<file path="src/rtl/dmem_port_if.sv">
// Requester-side bus of one DMEM access port.
//
// Signals (direction seen from the requester):
//   req    out  access request, held with we/addr/wdata until gnt
//   we     out  byte write enables, all zero = read
//   addr   out  word address
//   wdata  out  write data
//   gnt    in   access accepted this cycle, completes in this cycle
//   rvalid in   read data valid, one cycle after a read grant
//   rdata  in   read data, zero when rvalid is low
//
// Modports: master = requester (CPU or DMA), slave = arbiter.
interface dmem_port_if #(
    parameter int unsigned ADDR_WIDTH = 14,
    parameter int unsigned DATA_WIDTH = 32
);
    localparam int unsigned BeWidth = DATA_WIDTH / 8;

    logic                  req;
    logic [BeWidth-1:0]    we;
    logic [ADDR_WIDTH-1:0] addr;
    logic [DATA_WIDTH-1:0] wdata;
    logic                  gnt;
    logic                  rvalid;
    logic [DATA_WIDTH-1:0] rdata;

    modport master (
        output req, we, addr, wdata,
        input  gnt, rvalid, rdata
    );

    modport slave (
        input  req, we, addr, wdata,
        output gnt, rvalid, rdata
    );
endinterface

</file>
<file path="src/rtl/dmem_port_arbiter.sv">
// Shares the single-port synchronous data BRAM between the CPU load/store port (port 0) and
// the DMA/bootloader port (port 1). One access per cycle; read data returns to the owner one
// cycle after its grant. Default arbitration is fixed priority for port 0 with an aging
// counter that forces a port 1 win after MAX_WAIT consecutive denials.
//
// Build option: define DMEM_ARB_ROUND_ROBIN_EN to replace priority+aging with round-robin
// (1-bit last-grant register; the aging counter is not built).
//
// Ports:
//   clk, rst     clock; synchronous active-high reset
//   p0_if, p1_if requester buses (dmem_port_if.slave) for CPU and DMA
//   mem_en_o     BRAM enable
//   mem_we_o     BRAM byte write enables
//   mem_addr_o   BRAM word address
//   mem_din_o    BRAM write data
//   mem_dout_i   BRAM read data, valid one cycle after a read enable
//   p0_stall_o   CPU request pending but not granted this cycle
module dmem_port_arbiter #(
    parameter int unsigned ADDR_WIDTH = 14,
    parameter int unsigned DATA_WIDTH = 32,
    parameter int unsigned MAX_WAIT   = 8
) (
    input  logic                    clk,
    input  logic                    rst,
    dmem_port_if.slave              p0_if,
    dmem_port_if.slave              p1_if,
    output logic                    mem_en_o,
    output logic [DATA_WIDTH/8-1:0] mem_we_o,
    output logic [ADDR_WIDTH-1:0]   mem_addr_o,
    output logic [DATA_WIDTH-1:0]   mem_din_o,
    input  logic [DATA_WIDTH-1:0]   mem_dout_i,
    output logic                    p0_stall_o
);
    localparam int unsigned BeWidth = DATA_WIDTH / 8;

    logic p0_gnt;
    logic p1_gnt;
    logic contention;

    // Read response tag: one-deep, never stalled.
    logic rd_pend_q, rd_pend_d;
    logic rd_port_q, rd_port_d;

    assign contention = p0_if.req & p1_if.req;

`ifdef DMEM_ARB_ROUND_ROBIN_EN
    // Last granted port; resets to 1 so port 0 wins the first contention.
    logic last_gnt_q, last_gnt_d;

    always_comb begin
        p0_gnt = 1'b0;
        p1_gnt = 1'b0;
        if (!rst) begin
            if (contention) begin
                if (last_gnt_q) p0_gnt = 1'b1;
                else            p1_gnt = 1'b1;
            end else begin
                p0_gnt = p0_if.req;
                p1_gnt = p1_if.req;
            end
        end
    end

    always_comb begin
        last_gnt_d = last_gnt_q;
        if (p0_gnt)      last_gnt_d = 1'b0;
        else if (p1_gnt) last_gnt_d = 1'b1;
    end

    always_ff @(posedge clk) begin
        if (rst) last_gnt_q <= 1'b1;
        else     last_gnt_q <= last_gnt_d;
    end
`else
    localparam logic [7:0] MaxWait = 8'(MAX_WAIT);

    // Consecutive cycles port 1 has been requesting without a grant.
    logic [7:0] wait_cnt_q, wait_cnt_d;

    always_comb begin
        p0_gnt = 1'b0;
        p1_gnt = 1'b0;
        if (!rst) begin
            if (contention) begin
                if (wait_cnt_q == MaxWait) p1_gnt = 1'b1;
                else                       p0_gnt = 1'b1;
            end else begin
                p0_gnt = p0_if.req;
                p1_gnt = p1_if.req;
            end
        end
    end

    always_comb begin
        wait_cnt_d = 8'd0;
        if (p1_if.req && !p1_gnt) begin
            wait_cnt_d = (wait_cnt_q < MaxWait) ? wait_cnt_q + 8'd1 : wait_cnt_q;
        end
    end

    always_ff @(posedge clk) begin
        if (rst) wait_cnt_q <= 8'd0;
        else     wait_cnt_q <= wait_cnt_d;
    end
`endif

    // Memory mux: everything zero when nobody is granted.
    always_comb begin
        mem_en_o   = p0_gnt | p1_gnt;
        mem_we_o   = '0;
        mem_addr_o = '0;
        mem_din_o  = '0;
        if (p0_gnt) begin
            mem_we_o   = p0_if.we;
            mem_addr_o = p0_if.addr;
            mem_din_o  = p0_if.wdata;
        end else if (p1_gnt) begin
            mem_we_o   = p1_if.we;
            mem_addr_o = p1_if.addr;
            mem_din_o  = p1_if.wdata;
        end
    end

    always_comb begin
        rd_pend_d = (p0_gnt && (p0_if.we == BeWidth'(0))) ||
                    (p1_gnt && (p1_if.we == BeWidth'(0)));
        rd_port_d = p1_gnt;
    end

    always_ff @(posedge clk) begin
        if (rst) begin
            rd_pend_q <= 1'b0;
            rd_port_q <= 1'b0;
        end else begin
            rd_pend_q <= rd_pend_d;
            rd_port_q <= rd_port_d;
        end
    end

    // Gating with rst drops a response whose read was granted just before reset rose.
    always_comb begin
        p0_if.rvalid = rd_pend_q & ~rd_port_q & ~rst;
        p1_if.rvalid = rd_pend_q &  rd_port_q & ~rst;
        p0_if.rdata  = p0_if.rvalid ? mem_dout_i : '0;
        p1_if.rdata  = p1_if.rvalid ? mem_dout_i : '0;
        p0_if.gnt    = p0_gnt;
        p1_if.gnt    = p1_gnt;
        p0_stall_o   = p0_if.req & ~p0_gnt;
    end
endmodule
</file>
<file path="src/flat_wrapper.sv">
// flat-port wrapper written by rule: the top's interface ports become plain ports
module dmem_port_arbiter_flat 
#(
    parameter int unsigned ADDR_WIDTH = 14,
    parameter int unsigned DATA_WIDTH = 32,
    parameter int unsigned MAX_WAIT   = 8
)
  (clk, rst, mem_en_o, mem_we_o, mem_addr_o, mem_din_o, mem_dout_i, p0_stall_o, p0_if_req, p0_if_we, p0_if_addr, p0_if_wdata, p0_if_gnt, p0_if_rvalid, p0_if_rdata, p1_if_req, p1_if_we, p1_if_addr, p1_if_wdata, p1_if_gnt, p1_if_rvalid, p1_if_rdata);
  dmem_port_if #(.ADDR_WIDTH(ADDR_WIDTH), .DATA_WIDTH(DATA_WIDTH)) p0_if_i ();
  dmem_port_if #(.ADDR_WIDTH(ADDR_WIDTH), .DATA_WIDTH(DATA_WIDTH)) p1_if_i ();
  input  logic clk;
  input  logic rst;
  output logic mem_en_o;
  output logic [DATA_WIDTH/8-1:0] mem_we_o;
  output logic [ADDR_WIDTH-1:0] mem_addr_o;
  output logic [DATA_WIDTH-1:0] mem_din_o;
  input  logic [DATA_WIDTH-1:0] mem_dout_i;
  output logic p0_stall_o;
  input wire logic [$bits(p0_if_i.req)-1:0] p0_if_req;
  input wire logic [$bits(p0_if_i.we)-1:0] p0_if_we;
  input wire logic [$bits(p0_if_i.addr)-1:0] p0_if_addr;
  input wire logic [$bits(p0_if_i.wdata)-1:0] p0_if_wdata;
  output wire logic [$bits(p0_if_i.gnt)-1:0] p0_if_gnt;
  output wire logic [$bits(p0_if_i.rvalid)-1:0] p0_if_rvalid;
  output wire logic [$bits(p0_if_i.rdata)-1:0] p0_if_rdata;
  input wire logic [$bits(p1_if_i.req)-1:0] p1_if_req;
  input wire logic [$bits(p1_if_i.we)-1:0] p1_if_we;
  input wire logic [$bits(p1_if_i.addr)-1:0] p1_if_addr;
  input wire logic [$bits(p1_if_i.wdata)-1:0] p1_if_wdata;
  output wire logic [$bits(p1_if_i.gnt)-1:0] p1_if_gnt;
  output wire logic [$bits(p1_if_i.rvalid)-1:0] p1_if_rvalid;
  output wire logic [$bits(p1_if_i.rdata)-1:0] p1_if_rdata;
  assign p0_if_i.req = p0_if_req;
  assign p0_if_i.we = p0_if_we;
  assign p0_if_i.addr = p0_if_addr;
  assign p0_if_i.wdata = p0_if_wdata;
  assign p0_if_gnt = p0_if_i.gnt;
  assign p0_if_rvalid = p0_if_i.rvalid;
  assign p0_if_rdata = p0_if_i.rdata;
  assign p1_if_i.req = p1_if_req;
  assign p1_if_i.we = p1_if_we;
  assign p1_if_i.addr = p1_if_addr;
  assign p1_if_i.wdata = p1_if_wdata;
  assign p1_if_gnt = p1_if_i.gnt;
  assign p1_if_rvalid = p1_if_i.rvalid;
  assign p1_if_rdata = p1_if_i.rdata;
  dmem_port_arbiter #(.ADDR_WIDTH(ADDR_WIDTH), .DATA_WIDTH(DATA_WIDTH), .MAX_WAIT(MAX_WAIT)) u_core (.clk(clk), .rst(rst), .p0_if(p0_if_i), .p1_if(p1_if_i), .mem_en_o(mem_en_o), .mem_we_o(mem_we_o), .mem_addr_o(mem_addr_o), .mem_din_o(mem_din_o), .mem_dout_i(mem_dout_i), .p0_stall_o(p0_stall_o));
endmodule
</file>
<file path="config.mk">
export PLATFORM = sky130hd
export DESIGN_NAME = dmem_port_arbiter_flat
export DESIGN_NICKNAME = d
export VERILOG_FILES = /design/src/rtl/dmem_port_if.sv /design/src/rtl/dmem_port_arbiter.sv /design/src/flat_wrapper.sv
export SDC_FILE = /design/constraint.sdc
export NUM_CORES = 1
export LEC_CHECK = 0
export CAP_MARGIN = 20
export CORE_AREA = 2 2 99 101
export DETAILED_ROUTE_END_ITERATION = 8
export DIE_AREA = 0 0 101 103
export PLACE_DENSITY = 0.61
export SYNTH_ARGS = -nofsm -noshare
export SYNTH_HDL_FRONTEND = slang
export SYNTH_SLANG_ARGS = --single-unit
</file>
<file path="constraint.sdc">
create_clock -name clk -period 2.6 [get_ports clk]
set_clock_uncertainty 0.15 [all_clocks]
set_input_delay 0.39 -clock clk [delete_from_list [all_inputs] [get_ports clk]]
set_output_delay 0.39 -clock clk [all_outputs]
set_load 0.005 [all_outputs]
</file>
* Yosys cells after proc, flatten, opt, wreduce, memory -nomap -nowiden *
Cells that the tools add are included.

operators by class
  shift-type cells = 0
  equal/unequal tests = 1
  reduce and logical (&&, ||, !) cells = 8
  mux-type cells = 14
  add/subtract/negate cells = 1
  bitwise logic cells = 11
  multiply operators = 0
  order comparisons = 1
  div/mod/pow operators = 0

operator list
  cell                                                         count
  2-to-1 mux 32 bit                                            4
  2-to-1 mux 14 bit                                            2
  adder 8 x 1 -> 8 bit (second input constant)                 1
  equality test 8 x 4 -> 1 bit (second input constant)         1
  logical NOT 4 bit                                            2
  less-than comparator 8 x 4 -> 1 bit (second input constant)  1
  2-to-1 mux 4 bit                                             2
  bitwise AND 1 bit                                            6
  2-to-1 mux 1 bit                                             6
  NOT 1 bit                                                    4
  logical AND 1 bit                                            3
  OR reduction 2 bit                                           1
  logical NOT 1 bit                                            1
  logical OR 1 bit                                             1
  OR 1 bit                                                     1

word-level totals
  output and inout bits = 120
  memories kept = 0
  word-level logic and storage cells = 39
  flip-flop bits (word level) = 10
  ROM bits = 0
  bits of input ports = 136
  bits in latches = 0
  RAM bits = 0

* Depth between registers and ports, before layout *
  depth in word-level cells = 8
  gate-level depth with buffers = 7

* Worst setup path after synthesis *
OpenSTA, ideal clock, no wires.

  path type = flip-flop to output port
  start point = register u_core.wait_cnt_q[4]
  end point = output port mem_din_o[22]
  buffers on the path = 3
  cell stages (with the launch flop) = 7
  required time = 2060 ps
  arrival = 1746 ps
  path slack = 314 ps
  cells stage by stage = dfxtp_1 -> or4_1 -> buf_2 -> o311a_1 -> buf_6 -> buf_6 -> a32o_1

RTL lines
  item                          line                      source
  start, declared               dmem_port_arbiter.sv:78   logic [7:0] wait_cnt_q, wait_cnt_d;
  start signal, assigned        dmem_port_arbiter.sv:103  else wait_cnt_q <= wait_cnt_d;
  equality test 8 x 4 -> 1 bit  dmem_port_arbiter.sv:85   if (wait_cnt_q == MaxWait) p1_gnt = 1'b1;
  2-to-1 mux 1 bit              dmem_port_arbiter.sv:85
  2-to-1 mux 1 bit              dmem_port_arbiter.sv:84   if (contention) begin
  2-to-1 mux 1 bit              dmem_port_arbiter.sv:83   if (!rst) begin
  via p0_if_gnt                 flat_wrapper.sv:23        output wire logic [$bits(p0_if_i.gnt)-1:0] p0_if_gnt;
  2-to-1 mux 32 bit             dmem_port_arbiter.sv:113  if (p0_gnt) begin
  end, declared                 flat_wrapper.sv:16        output logic [DATA_WIDTH-1:0] mem_din_o;

The timed path passes the listed nets, and every way through them passes these cells.

* Final worst setup path *
  start point = register u_core.wait_cnt_q[6]
  end point = output port mem_addr_o[3]

on the way
  word-level cells in the longest chain between the ends = 6

RTL lines
  item                              line                      source
  equality test 8 x 4 -> 1 bit (*)  dmem_port_arbiter.sv:85
  2-to-1 mux 1 bit                  dmem_port_arbiter.sv:85
  2-to-1 mux 1 bit                  dmem_port_arbiter.sv:84
  2-to-1 mux 1 bit                  dmem_port_arbiter.sv:83
  2-to-1 mux 14 bit                 dmem_port_arbiter.sv:117  end else if (p1_gnt) begin
  2-to-1 mux 14 bit (*)             dmem_port_arbiter.sv:113
  end, declared                     flat_wrapper.sv:15        output logic [ADDR_WIDTH-1:0] mem_addr_o;

Every way passes the cells marked *; elsewhere a longest branch is shown, timed or not.

==> key figures <==
Run status
  – Status: finished with violations
  – Failing checks: negative setup slack

Logic synthesis
  – Post-synthesis cell type count: 27
  – Nets in the synthesized netlist: 328
  – Cell Area, Synth: 0.00151 sq mm
  – FF+latch count, synth: 10
  – Cells after Synth: 190
  – Sequential share of the synthesized area: 13.3%
  – Yosys top cell area share: 33.2%
  – Warning count from the yosys run: 0
  – Synth area leader: a32o_1
  – Top post-synthesis cells by area: a32o_1, and2_1, dfxtp_1, buf_6, clkbuf_1
  – Synthesized area per cell: 7.93 sq um

CTS
  – Worst skew pair latency: 0.24 ns
  – Num CTS Buffers: 3
  – CTS Hold Buffers Added: 0
  – CTS tree: yes
  – H-tree depth: 1
  – Bufs on Longest Clock Path: 2
  – Clock-pin slew on the worst setup and hold paths: 0.05 ns
  – CTS Sinks: 10
  – Clk root buf: clkbuf_8

Global route
  – First-pass GRT wire length: 14600 microns
  – Number of global-route vias before repair: 2720
  – Initial antenna violation count: 0
  – Tot GR Track Use: 18.3%
  – Remaining global-route overflow: 0
  – Largest net degree at the start of global routing: 44

Cells and area
  – Fin util: 47.4%
  – P&R area growth vs syn: 198%
  – Layout cells sized above 1: 23.0%
  – Fin nets: 608
  – Diodes inserted: 0

Floorplan
  – Row count: 36
  – Initial Util: 15.9%
  – Die area: 0.0104 sq mm
  – Core area: 0.00946 sq mm
  – DIE WIDTH: 101 microns
  – IO Pins: 256
  – Chip height: 103 microns

Setup path
  – FF-to-FF path depth: 6
  – Worst Setup SP: u_core.wait_cnt_q[6]
  – CP Launch Type: register
  – Kind of critical path: reg -> out
  – Reg2reg setup slack: 0.45 ns
  – Reg2reg start: u_core.wait_cnt_q[6]
  – Capture point of the worst path: mem_addr_o[3]
  – FF-to-FF End: u_core.rd_pend_q
  – CP Capture Type: output port
  – Critical-path maximum fanout: 6
  – CP max stage delay: 0.54 ns
  – CP Data Arrival Time: 2.15 ns
  – Slowest cell on crit path: or4_4
  – Worst EP required: 2.06 ns
  – Crit-path cells: or4_4, o311a_4, bufbuf_16, a32o_1, buf_2

STA
  – Final hold violations: 0
  – Worst rel slew slack: 64.5%
  – Fin Hold WS: 0.357 ns
  – Final setup fails: 29
  – RSZ-0062 raised after global routing: true
  – Max-slew violations: 0
  – Highest clock rate: 372 MHz
  – Post-layout min period: 2.69 ns
  – Crit share post-route: 103%
  – Final worst slack: -0.0858 ns
  – Least-Margin Pin Slew: 0.528 ns

Drt
  – Post-route ant nets: 0
  – Routed vias: 2751
  – Wirelength per Cell: 18.2 microns
  – Starting DRT DRC Count: 90
  – Vias per cell: 4.72
  – Wirelength, routed: 10600 microns
  – DRC Markers: 0
  – Router iterations before antenna repair: 6

Run
  – Max cap viols: 0

Worst hold path
  – Worst hold path class: reg -> reg

Pwr
  – LEAKAGE: 1.90 nW
  – Power after layout: 0.828 mW
  – Max rail drop VDD: 0.169 mV
  – Pwr dens: 185 mW/mm^2

Place
  – Hpwl dp: 7790 microns
  – Port Buffers: 255
  – RePlAce Congestion: 0.696
state kept, by name, summed over array words and instances (netlist names):
register	count
u_core.rd_pend_q	1
u_core.rd_port_q	1
u_core.wait_cnt_q	8
kinds of logic (layout without fill, tap and decap cells):
| family | Yosys count | after routing | synth area share (%) |
|---|---|---|---|
| AO/OA/AOI/OAI | 62 | 62 | 38.4 |
| adder cells (fa/ha/maj) | 2 | 2 | 1.66 |
| flip-flops | 10 | 10 | 13.3 |
| AND/OR/NAND/NOR | 86 | 86 | 35.7 |
| buffers and inverters | 30 | 309 | 11.0 |
synth_stat cells:
master    count
and2_1       66
a32o_1       50
clkbuf_1     13
dfxtp_1      10
buf_2         6
buf_6         6
and3_1        5
inv_1         5
a21oi_1       4
o21ai_0       3
or4_1         3
ha_1          2
nand3_1       2
nor2b_1       2
a22o_1        1
nand2b_1      1
nand3b_1      1
nand4_1       1
nor2_1        1
nor3_1        1
nor3b_1       1
nor4_1        1
o211ai_1      1
o21a_1        1
o21ai_2       1
o311a_1       1
or3_1         1
placed cells by master (no fill, tap or decap), types with 3 or more instances in the layout:
cell / count
clkdlybuf4s50_1: 200
o21ai_0: 3
buf_12: 6
a21oi_1: 4
buf_6: 13
buf_16: 3
dfxtp_1: 8
and2_1: 66
clkbuf_8: 4
buf_2: 38
clkbuf_2: 12
a32o_1: 49
and3_1: 5
inv_1: 5
buf_4: 21
critical path: cells and delay by family, from the launching register on:
family / cells / cell delay [ns]
AOI/OAI and AO/OA: 2 / 0.63
buffers and inverters: 2 / 0.41
DFF: 1 / 0.31
and+or+nand+nor: 1 / 0.54
final cells by class:
type	instances	area, sq um
Clock buffer	4	55.1
Fill cell	937	4970
Inverter	5	18.8
Multi-Input combinational cell	150	1180
Sequential cell	10	203
Tap cell	114	143
Timing Repair Buffer	300	2880
metrics by stage:
stage / worst slack, ns / setup TNS, ns / cell area [sq um] / std cells
floorplan: 0.314 / 0 / 1510 / 190
global placement: -0.166 / -11.25 / 4300 / 555
detailed placement: -0.173 / -10.90 / 4300 / 555
CTS: -0.200 / -4.98 / 4590 / 583
global route: -0.144 / -3.57 / 4490 / 583
finish: -0.0858 / -1.02 / 4490 / 583
repair_timing:
item	4_1_cts	5_1_grt
endpoints found under the setup margin	112	57
setup buffers	17	5
gates resized for setup	180	45
cloned	8	0
pin swaps	12	27
worst min path at each step:
stage | cells past startpoint | slack, ns | startpoint | endpoint
after CTS | 2 | 0.35 | u_core.wait_cnt_q[0] | u_core.wait_cnt_q[0]
after global routing | 2 | 0.41 | u_core.wait_cnt_q[0] | u_core.wait_cnt_q[0]
after global placement | 2 | 0.33 | u_core.wait_cnt_q[2] | u_core.wait_cnt_q[2]
after floorplan | 2 | 0.31 | u_core.wait_cnt_q[2] | u_core.wait_cnt_q[3]
final | 2 | 0.36 | u_core.wait_cnt_q[0] | u_core.wait_cnt_q[0]
after detailed placement | 2 | 0.35 | u_core.wait_cnt_q[2] | u_core.wait_cnt_q[2]
routing by layer:
layer / global-route usage, % / vias up / part of all wire [%]
li1: - / 1293 / -
met2: 35.5 / 168 / 52
met3: 3.93 / 4 / 9.2
met4: 3.22 / 0 / 0.62
met5: 0 / - / 0
met1: 20.8 / 1286 / 38
power by group:
group,leakage [nW],internal [mW],switching [mW]
sequential,0.0818,0.155,0.00146
clock,0.0288,0.134,0.0657
combinational,1.79,0.322,0.150
Power figures use the tool's default switching activity.
